File: config.mk
export PLATFORM = sky130hd
export DESIGN_NAME = box_overlay_multi
export DESIGN_NICKNAME = d
export VERILOG_FILES = /design/src/rtl/box_overlay_multi.sv
export SDC_FILE = /design/constraint.sdc
export NUM_CORES = 2
export LEC_CHECK = 0
export BUFFER_PORTS_ARGS = -buffer_cell sky130_fd_sc_hd__clkbuf_2
export CAP_MARGIN = 10
export CORE_UTILIZATION = 25
export CTS_CLUSTER_SIZE = 28
export DETAILED_ROUTE_END_ITERATION = 6
export PLACE_DENSITY_LB_ADDON = 0.08
export SETUP_SLACK_MARGIN = 0.1
export SLEW_MARGIN = 5
export SYNTH_ARGS = -nofsm -noshare
export SYNTH_HDL_FRONTEND = slang
export SYNTH_SLANG_ARGS = --single-unit
File: constraint.sdc
create_clock -name pixelclk -period 4.65 [get_ports pixelclk]
set_input_delay 0.2325 -clock pixelclk [delete_from_list [all_inputs] [get_ports pixelclk]]
set_output_delay 0.2325 -clock pixelclk [all_outputs]
set_load 0.01 [all_outputs]
File: src/rtl/box_overlay_multi.sv
// Multi-box bounding-box overlay for the display path. Box geometry is shadowed
// once per frame; two-stage pipeline (hit flags, then priority colour mux).
module box_overlay_multi #(
   parameter int   NUM_BOX      = 4,
   parameter int   CW           = 12,
   parameter int   THICK        = 2,
   parameter int   LABEL_OFS    = 2,
   parameter int   BLINK_FRAMES = 15,
   parameter logic VS_POL       = 1'b1
) (
   input  logic                    pixelclk,
   input  logic                    reset_n,
   input  logic [23:0]             i_rgb,
   input  logic                    i_hsync,
   input  logic                    i_vsync,
   input  logic                    i_de,
   input  logic [NUM_BOX-1:0]      box_en,
   input  logic [NUM_BOX-1:0]      box_blink,
   input  logic [NUM_BOX*CW-1:0]   box_hl,
   input  logic [NUM_BOX*CW-1:0]   box_hr,
   input  logic [NUM_BOX*CW-1:0]   box_vl,
   input  logic [NUM_BOX*CW-1:0]   box_vr,
   input  logic [NUM_BOX*24-1:0]   box_color,
   input  logic [NUM_BOX*24-1:0]   label_rgb,
   output logic [23:0]             o_rgb,
   output logic                    o_hsync,
   output logic                    o_vsync,
   output logic                    o_de,
   output logic [NUM_BOX-1:0]      o_hit
);

   localparam int              FW     = (BLINK_FRAMES > 1) ? $clog2(BLINK_FRAMES) : 1;
   localparam logic [FW-1:0]   F_LAST = FW'(BLINK_FRAMES - 1);
   localparam logic [CW:0]     TM1    = (CW+1)'(THICK - 1);
   localparam logic [CW:0]     LOFS   = (CW+1)'(LABEL_OFS);
   localparam logic [CW-1:0]   CMAX   = '1;

   logic                           vs_q, de_q;
   logic [CW-1:0]                  hcnt_q, vcnt_q;
   logic [NUM_BOX-1:0]             sh_en_q, sh_blink_q;
   logic [NUM_BOX-1:0][CW-1:0]     sh_hl_q, sh_hr_q, sh_vl_q, sh_vr_q;
   logic [NUM_BOX-1:0][23:0]       sh_col_q, sh_lab_q;
   logic [FW-1:0]                  fcnt_q;
   logic                           phase_q, started_q;

   logic [23:0]                    s1_rgb_q;
   logic                           s1_hs_q, s1_vs_q, s1_de_q;
   logic [NUM_BOX-1:0]             s1_bhit_q, s1_lhit_q;

   logic                           fs, de_fall;
   logic [CW:0]                    xe, ye;
   logic [NUM_BOX-1:0]             bhit_d, lhit_d;
   logic [23:0]                    rgb_d;
   logic [NUM_BOX-1:0]             hit_d;

   assign fs      = (i_vsync == VS_POL) && (vs_q != VS_POL);
   assign de_fall = de_q && !i_de;
   assign xe      = {1'b0, hcnt_q};
   assign ye      = {1'b0, vcnt_q};

   // Bounds are compared one bit wider and subtractions are moved to the other
   // side of each compare, so no edge or label row can wrap around.
   for (genvar k = 0; k < NUM_BOX; k++) begin : g_box
      logic [CW:0] hl, hr, vl, vr;
      logic        valid, in_x, in_y, edge_x, edge_y;
      assign hl     = {1'b0, sh_hl_q[k]};
      assign hr     = {1'b0, sh_hr_q[k]};
      assign vl     = {1'b0, sh_vl_q[k]};
      assign vr     = {1'b0, sh_vr_q[k]};
      assign valid  = sh_en_q[k] && !(sh_blink_q[k] && phase_q) && (hl < hr) && (vl < vr);
      assign in_x   = (xe >= hl) && (xe <= hr);
      assign in_y   = (ye >= vl) && (ye <= vr);
      assign edge_x = ((xe >= hl) && (xe <= hl + TM1)) || ((xe + TM1 >= hr) && (xe <= hr));
      assign edge_y = ((ye >= vl) && (ye <= vl + TM1)) || ((ye + TM1 >= vr) && (ye <= vr));
      assign bhit_d[k] = valid && ((in_y && edge_x) || (in_x && edge_y));
      assign lhit_d[k] = valid && (ye + LOFS == vl) && (xe > hl) && (xe < hr);
   end

   // Labels first, then borders, each scanned high to low so the lowest index wins
   // and any border beats any label.
   always_comb begin
      rgb_d = s1_rgb_q;
      hit_d = '0;
      if (s1_de_q) begin
         hit_d = s1_bhit_q | s1_lhit_q;
         for (int k = NUM_BOX - 1; k >= 0; k--) begin
            if (s1_lhit_q[k]) rgb_d = sh_lab_q[k];
         end
         for (int k = NUM_BOX - 1; k >= 0; k--) begin
            if (s1_bhit_q[k]) rgb_d = sh_col_q[k];
         end
      end
   end

   always_ff @(posedge pixelclk) begin
      if (!reset_n) begin
         vs_q       <= 1'b0;
         de_q       <= 1'b0;
         hcnt_q     <= '0;
         vcnt_q     <= '0;
         sh_en_q    <= '0;
         sh_blink_q <= '0;
         sh_hl_q    <= '0;
         sh_hr_q    <= '0;
         sh_vl_q    <= '0;
         sh_vr_q    <= '0;
         sh_col_q   <= '0;
         sh_lab_q   <= '0;
         fcnt_q     <= '0;
         phase_q    <= 1'b0;
         started_q  <= 1'b0;
         s1_rgb_q   <= '0;
         s1_hs_q    <= 1'b0;
         s1_vs_q    <= 1'b0;
         s1_de_q    <= 1'b0;
         s1_bhit_q  <= '0;
         s1_lhit_q  <= '0;
         o_rgb      <= '0;
         o_hsync    <= 1'b0;
         o_vsync    <= 1'b0;
         o_de       <= 1'b0;
         o_hit      <= '0;
      end else begin
         vs_q <= i_vsync;
         de_q <= i_de;

         if (i_de) begin
            if (hcnt_q != CMAX) hcnt_q <= hcnt_q + CW'(1);
         end else if (de_q) begin
            hcnt_q <= '0;
         end

         if (fs) vcnt_q <= '0;
         else if (de_fall && (vcnt_q != CMAX)) vcnt_q <= vcnt_q + CW'(1);

         // The first FS after reset opens blink frame 0 without advancing the count.
         if (fs) begin
            sh_en_q    <= box_en;
            sh_blink_q <= box_blink;
            sh_hl_q    <= box_hl;
            sh_hr_q    <= box_hr;
            sh_vl_q    <= box_vl;
            sh_vr_q    <= box_vr;
            sh_col_q   <= box_color;
            sh_lab_q   <= label_rgb;
            if (!started_q) begin
               started_q <= 1'b1;
            end else if (fcnt_q == F_LAST) begin
               fcnt_q  <= '0;
               phase_q <= ~phase_q;
            end else begin
               fcnt_q <= fcnt_q + FW'(1);
            end
         end

         s1_rgb_q  <= i_rgb;
         s1_hs_q   <= i_hsync;
         s1_vs_q   <= i_vsync;
         s1_de_q   <= i_de;
         s1_bhit_q <= bhit_d;
         s1_lhit_q <= lhit_d;

         o_rgb   <= rgb_d;
         o_hit   <= hit_d;
         o_hsync <= s1_hs_q;
         o_vsync <= s1_vs_q;
         o_de    <= s1_de_q;
      end
   end

endmodule

; ---- Word level (Yosys, flattened, before mapping)
; Index checks and enable logic that the tools add are counted.
[totals]
regBits = 488
latchBits = 0
ram_bits = 0
mem_bits_ro = 0
input_bits = 421
word_cells = 219
memories = 0
[op_classes]
n_addsub = 14
n_mul = 0
n_div = 0
magnitude_cmp = 48
eq_ne = 8
n_shift = 0
n_mux = 13
n_bitwise = 4
reduce_logical = 90
[ops]
columns = operator, count
row1 = $mux W24, 9
row2 = $lt A12 B12 Y1, 12
row3 = $add A12 B1 Y13 const B, 10
row4 = $ge A13 B12 Y1, 8
row5 = $le A12 B13 Y1, 8
row6 = $ge A12 B12 Y1, 8
row7 = $le A12 B12 Y1, 8
row8 = $logic_and A1 B1 Y1, 67
row9 = $eq A13 B12 Y1, 4
row10 = $gt A12 B12 Y1, 4
row11 = $mux W12, 3
row12 = $add A12 B1 Y12 const B, 2
row13 = $ne A12 B12 Y1 const B, 2
row14 = $add A12 B2 Y13 const B, 1
row15 = $logic_or A1 B1 Y1, 12
row16 = $reduce_and A2 Y1, 3
row17 = $logic_not A1 Y1, 5
row18 = $add A4 B1 Y4 const B, 1
row19 = $eq A4 B4 Y1 const B, 1
row20 = $mux W4, 1
row21 = $or A4 B4 Y4, 1
row22 = $not A1 Y1, 3
row23 = $reduce_and A3 Y1, 1
row24 = $ne A2 B1 Y1 const B, 1
row25 = other kinds (2), 2

; ---- Depth between registers and ports, before layout
[logic_depth]
word_depth = 9
depth_mapped = 15

; ---- Least setup slack after synthesis
; OpenSTA, ideal clock, no wires.
[synth_timing]
path_kind = register to register
startpoint = reg vcnt_q[2]
endpoint = reg s1_bhit_q[0]
setup_time_ns = 0.122
arrival_time_ns = 3.274
t_required_ns = 4.528
setup_slack_ns = 1.254
path_stages_with_launch = 13
cell_sequence = dfxtp_1 > ha_1 > and3_4 > and3_4 > nand2_1 > xnor2_1 > ha_1 > and4_1 > a221oi_1 > o21ai_0 > a311oi_1 > nor3_1 > o311a_1
[synth_via]
elab_chain_cells = 7
word_cells_on_any_way = 13
cone_classes = add/sub: 1 / order compare: 4 / reduce/logical: 8
[synth_rtl]
columns = item, line_no
row1 = from (decl), 39  ; logic [CW-1:0] hcnt_q, vcnt_q;
row2 = from (signal assigned), 134  ; else if (de_fall && (vcnt_q != CMAX)) vcnt_q <= vcnt_q + CW'(1);
row3 = $add A12 B1 Y13, 74  ; assign edge_y = ((ye >= vl) && (ye <= vl + TM1)) || ((ye + TM1 >= vr) && (ye <= vr));
row4 = $ge A13 B12 Y1, 74
row5 = $logic_and A1 B1 Y1, 74
row6 = $logic_or A1 B1 Y1, 74
row7 = $logic_and A1 B1 Y1, 75  ; assign bhit_d[k] = valid && ((in_y && edge_x) || (in_x && edge_y));
row8 = $logic_or A1 B1 Y1 (*), 75
row9 = $logic_and A1 B1 Y1 (*), 75
row10 = to (signal assigned), 160  ; s1_bhit_q <= bhit_d;
row11 = to (decl), 48  ; logic [NUM_BOX-1:0] s1_bhit_q, s1_lhit_q;
; Every way passes the cells marked *; elsewhere a longest branch is shown, timed or not.
; A chain may end at the register's enable or synchronous reset.

; ---- Worst setup path after layout
[layout_timing]
startpoint = reg vcnt_q[1]
endpoint = reg s1_bhit_q[0]
; The elaborated chain is that of the path after synthesis.

==> impl_metrics.yaml <==
floorplan:
  row_count: 129
  die_y_um: 357.3
  dieArea_um2: 127700
  start_util_pct: 25.36
  chipWidth_um: 357.3
  ioPinCount: 452
  coreArea_um2: 124400
cells_and_area:
  instances_no_fill: 6542
  area_delta_synth_final_pct: 34.07
  drive_gt1_share_pct: 13.94
  multi_input_area_um2: 20160
  ff_latch_area_um2: 9777
  final_area_um2: 42310
  fin_util_pct: 34.00
  nets: 5753
  fillers: 13267
routing:
  dr.pass1.iters: 5
  wl_per_cell_um: 21.68
  viasPerCell: 4.791
  post-route-drc-count: 0
  drt.antenna.violating_nets: 0
  drt_iter0_markers: 1691
  vias: 31341
  routed_wl_um: 141800
pwr:
  swShare_pct: 29.74
  switching_power_mw: 3.640
  p_comb_share_pct: 18.2
  leakage_nw: 18.00
  power_mw: 12.24
  p_int_mw: 8.599
  seq_power_share_pct: 37.7
  vdd_drop_max_mv: 0.2081
  pwr-share-clk_pct: 44.2
  p_per_area_nw_per_um2: 289.3
place:
  gp_routability_congestion: 0.8736
  dp_cells: 5998
  dpl_cell_area_um2: 35810
  dp_slack_ns: 0.6593
  dp_hpwl_um: 108800
  io_buffer_count: 451
synth:
  synth_edf_count: 0
  async_flop_share_pct: 0
  syn_avg_cell_area_um2: 7.830
  syn_inst: 4030
  ys.flop_type: "dfxtp_1"
  synth_seq_area_share_pct: 30.96
  syn_area_um2: 31560
  syn_nets: 4934
  ys_ff_latch: 488
  ys_types: 68
  yosys_warnings: 0
worst_setup_path:
  crit_slowest_cell: "a311oi_1"
  critPathRequiredTime_ns: 5.18
  slowest_delay_ns: 0.63
  rr_startpoint: "vcnt_q[1]"
  cp_common_cell: "ha_1"
  path_buf_inv: 0
  crit_type: "flop to flop"
  rrSetupSlack_ns: 0.57
  cpLargestDelayFamily: "compound AO/OA/AOI/OAI gates"
  start_kind: "flop"
  r2r_cells: 11
  crit_cells: 11
  cp.arrival_ns: 4.61
  crit_fanout: 8
  endpoint: "s1_bhit_q[0]"
  crit_start: "vcnt_q[1]"
  rr_endpoint: "s1_bhit_q[0]"
  end_kind: "flop"
  crit_chain: "ha_1 > nand3_1 > nor2_1 > xor2_1 > ha_1 > and4_1 > a221oi_1 > o21ai_0 > a311oi_1 > nor3_1 > o311a_1"
sta:
  fin_ws_ns: 0.5703
  min_period_over_period_pct: 87.74
  min_period_ns: 4.080
  finalHoldViolations: 0
  slew_violations: 0
  timing.setup.tns_ns: 0
  rsz0062_at_grt: "no"
  fin_hold_ws_ns: 0.1934
  fin_worst_skew_ns: 0.02821
  relSlewSlack_pct: 24.72
  setup_violations: 0
  max_freq_mhz: 245.1
  tightest_slew_ns: 1.117
outcome:
  status: "complete, no violations"
cts:
  htree_levels: 3
  cts.clk_slew.worst_paths_ns: 0.07
  numCtsBuffers: 67
  cts_sinks: 488
  root_buffer: "clkbuf_16"
  postCtsSetupBuffers: 0
  clockBufferDepth: 3
  insertion_delay_ns: 0.64
  cts_tree: "yes"
hold_path:
  worst_hold_path_type: "input port to flop"
  hold_depth: 2
  min-delay-start: "reset_n"
grt:
  grt_first_pass_wirelength_um: 206200
  track_usage_pct: 21.74
  overflow: 0
  grt_pass1_vias: 31273
  antenna_found_initial: 6
  grt_max_degree: 176
run:
  cap_violations: 0
-- cell usage in the layout (no fill, tap or decap), types with 19 or more instances in the layout --
cell type      Yosys  layout
a211oi_1          31      31
a21o_1            57      57
a21oi_1          572     572
a221oi_1          30      30
and2_1            36      36
buf_4              0      72
clkbuf_16          0      67
clkbuf_2           0     451
dfxtp_1          488     482
dlygate4sd3_1      0     419
ha_1             483     483
inv_1            232     232
mux2_2            24      24
mux2i_1           48      48
nand2_1          917     917
nand2b_1          20      19
nand3_1           94      94
nand3b_1          25      25
nand4_1           62      62
nor2_1            89      89
nor2b_1           24      23
nor3_1            49      49
o211ai_1          22      22
o21a_1            22      22
o21ai_0          180     180
xnor2_1          133     133
xor2_1            25      25
-- cell usage after synthesis, drive strengths merged (5+ instances only) --
cell type | instances | area, um2
a2111oi | 12 | 105.1
and2 | 39 | 244.0
nor2b | 24 | 150.1
and3 | 18 | 122.6
a21o | 57 | 427.9
a31oi | 13 | 81.33
o2111ai | 7 | 61.31
clkbuf | 183 | 686.9
o21a | 22 | 165.2
nor2 | 89 | 334.1
mux2 | 24 | 270.3
a211oi | 31 | 232.7
nand3 | 95 | 480.5
nand3b | 25 | 187.7
a21boi | 8 | 60.06
nor3 | 49 | 245.2
nand2 | 917 | 3442
nand4 | 63 | 409.1
nand2b | 20 | 125.1
a21oi | 572 | 2863
xor2 | 25 | 219.0
ha | 483 | 6043
a211o | 12 | 105.1
a22oi | 5 | 37.54
xnor2 | 136 | 1225
a221oi | 30 | 262.8
dfxtp | 488 | 9769
o21ai | 180 | 900.9
buf | 16 | 85.08
nor4 | 19 | 140.1
mux2i | 48 | 480.5
o31ai | 5 | 37.54
o211ai | 22 | 165.2
and4 | 15 | 131.4
inv | 233 | 874.6
-- flip-flops by register name, indices dropped and copies added, names as in the netlist, 4 cells and up --
signal / flops
hcnt_q: 12
g_box.hr: 48
sh_blink_q: 4
s1_rgb_q: 24
vcnt_q: 12
sh_col_q: 96
sh_lab_q: 96
g_box.hl: 48
o_rgb: 24
o_hit: 4
s1_lhit_q: 4
g_box.vl: 48
fcnt_q: 4
g_box.vr: 48
sh_en_q: 4
s1_bhit_q: 4
-- how the worst min path moves through the flow --
stage / slack, ns / endpoint
2_1_floorplan: 0.35 / s1_de_q
3_3_place_gp: 0.44 / sh_col_q[1]
3_5_place_dp: 0.44 / o_hsync
4_1_cts: 0.12 / s1_bhit_q[0]
5_1_grt: 0.18 / s1_bhit_q[0]
6_report: 0.19 / s1_bhit_q[0]
-- power by group through the flow --
stage	clock network [mW]	registers, mW	logic [mW]
detailed placement	0	4.70	1.95
floorplan	0	4.61	1.13
finish	5.40	4.61	2.22
CTS	5.58	4.61	2.26
global route	5.75	4.64	2.47
global placement	0	4.70	1.95
-- kinds of logic after synthesis --
family | count (synthesis) | share of synthesized area, %
and+or+nand+nor | 1388 | 19.42
AOI/OAI and AO/OA | 1006 | 18.30
DFF | 488 | 30.96
adders and majority gates | 483 | 19.15
buffers and inverters | 432 | 5.218
xor gates and xnor gates | 161 | 4.576
muxes | 72 | 2.379
-- metal layers --
layer	part of all wire, %	GRT usage [%]	vias to the layer above
met5	0.0092	0	-
met4	2.6	6.026	2
met3	3.1	2.429	143
met2	49	37.78	633
met1	46	28.20	14902
li1	-	-	15661
-- layout make-up --
| cell class | instances | share of cell area [%] |
|---|---|---|
| antenna | 5 | 0.02957 |
| clock buffer | 93 | 4.525 |
| clock inverter | 27 | 0.8990 |
| inverter | 233 | 2.085 |
| multi-input combinational | 3110 | 47.65 |
| sequential | 488 | 23.11 |
| tap | 1637 | 4.841 |
| timing repair buffer | 949 | 16.86 |
-- what timing repair did --
| item | CTS | global route |
|---|---|---|
| endpoints found under the hold margin | 419 | 0 |
| resized for setup | 0 | 0 |
| hold buffers | 419 | 0 |
(Power assumes the default switching activity.)
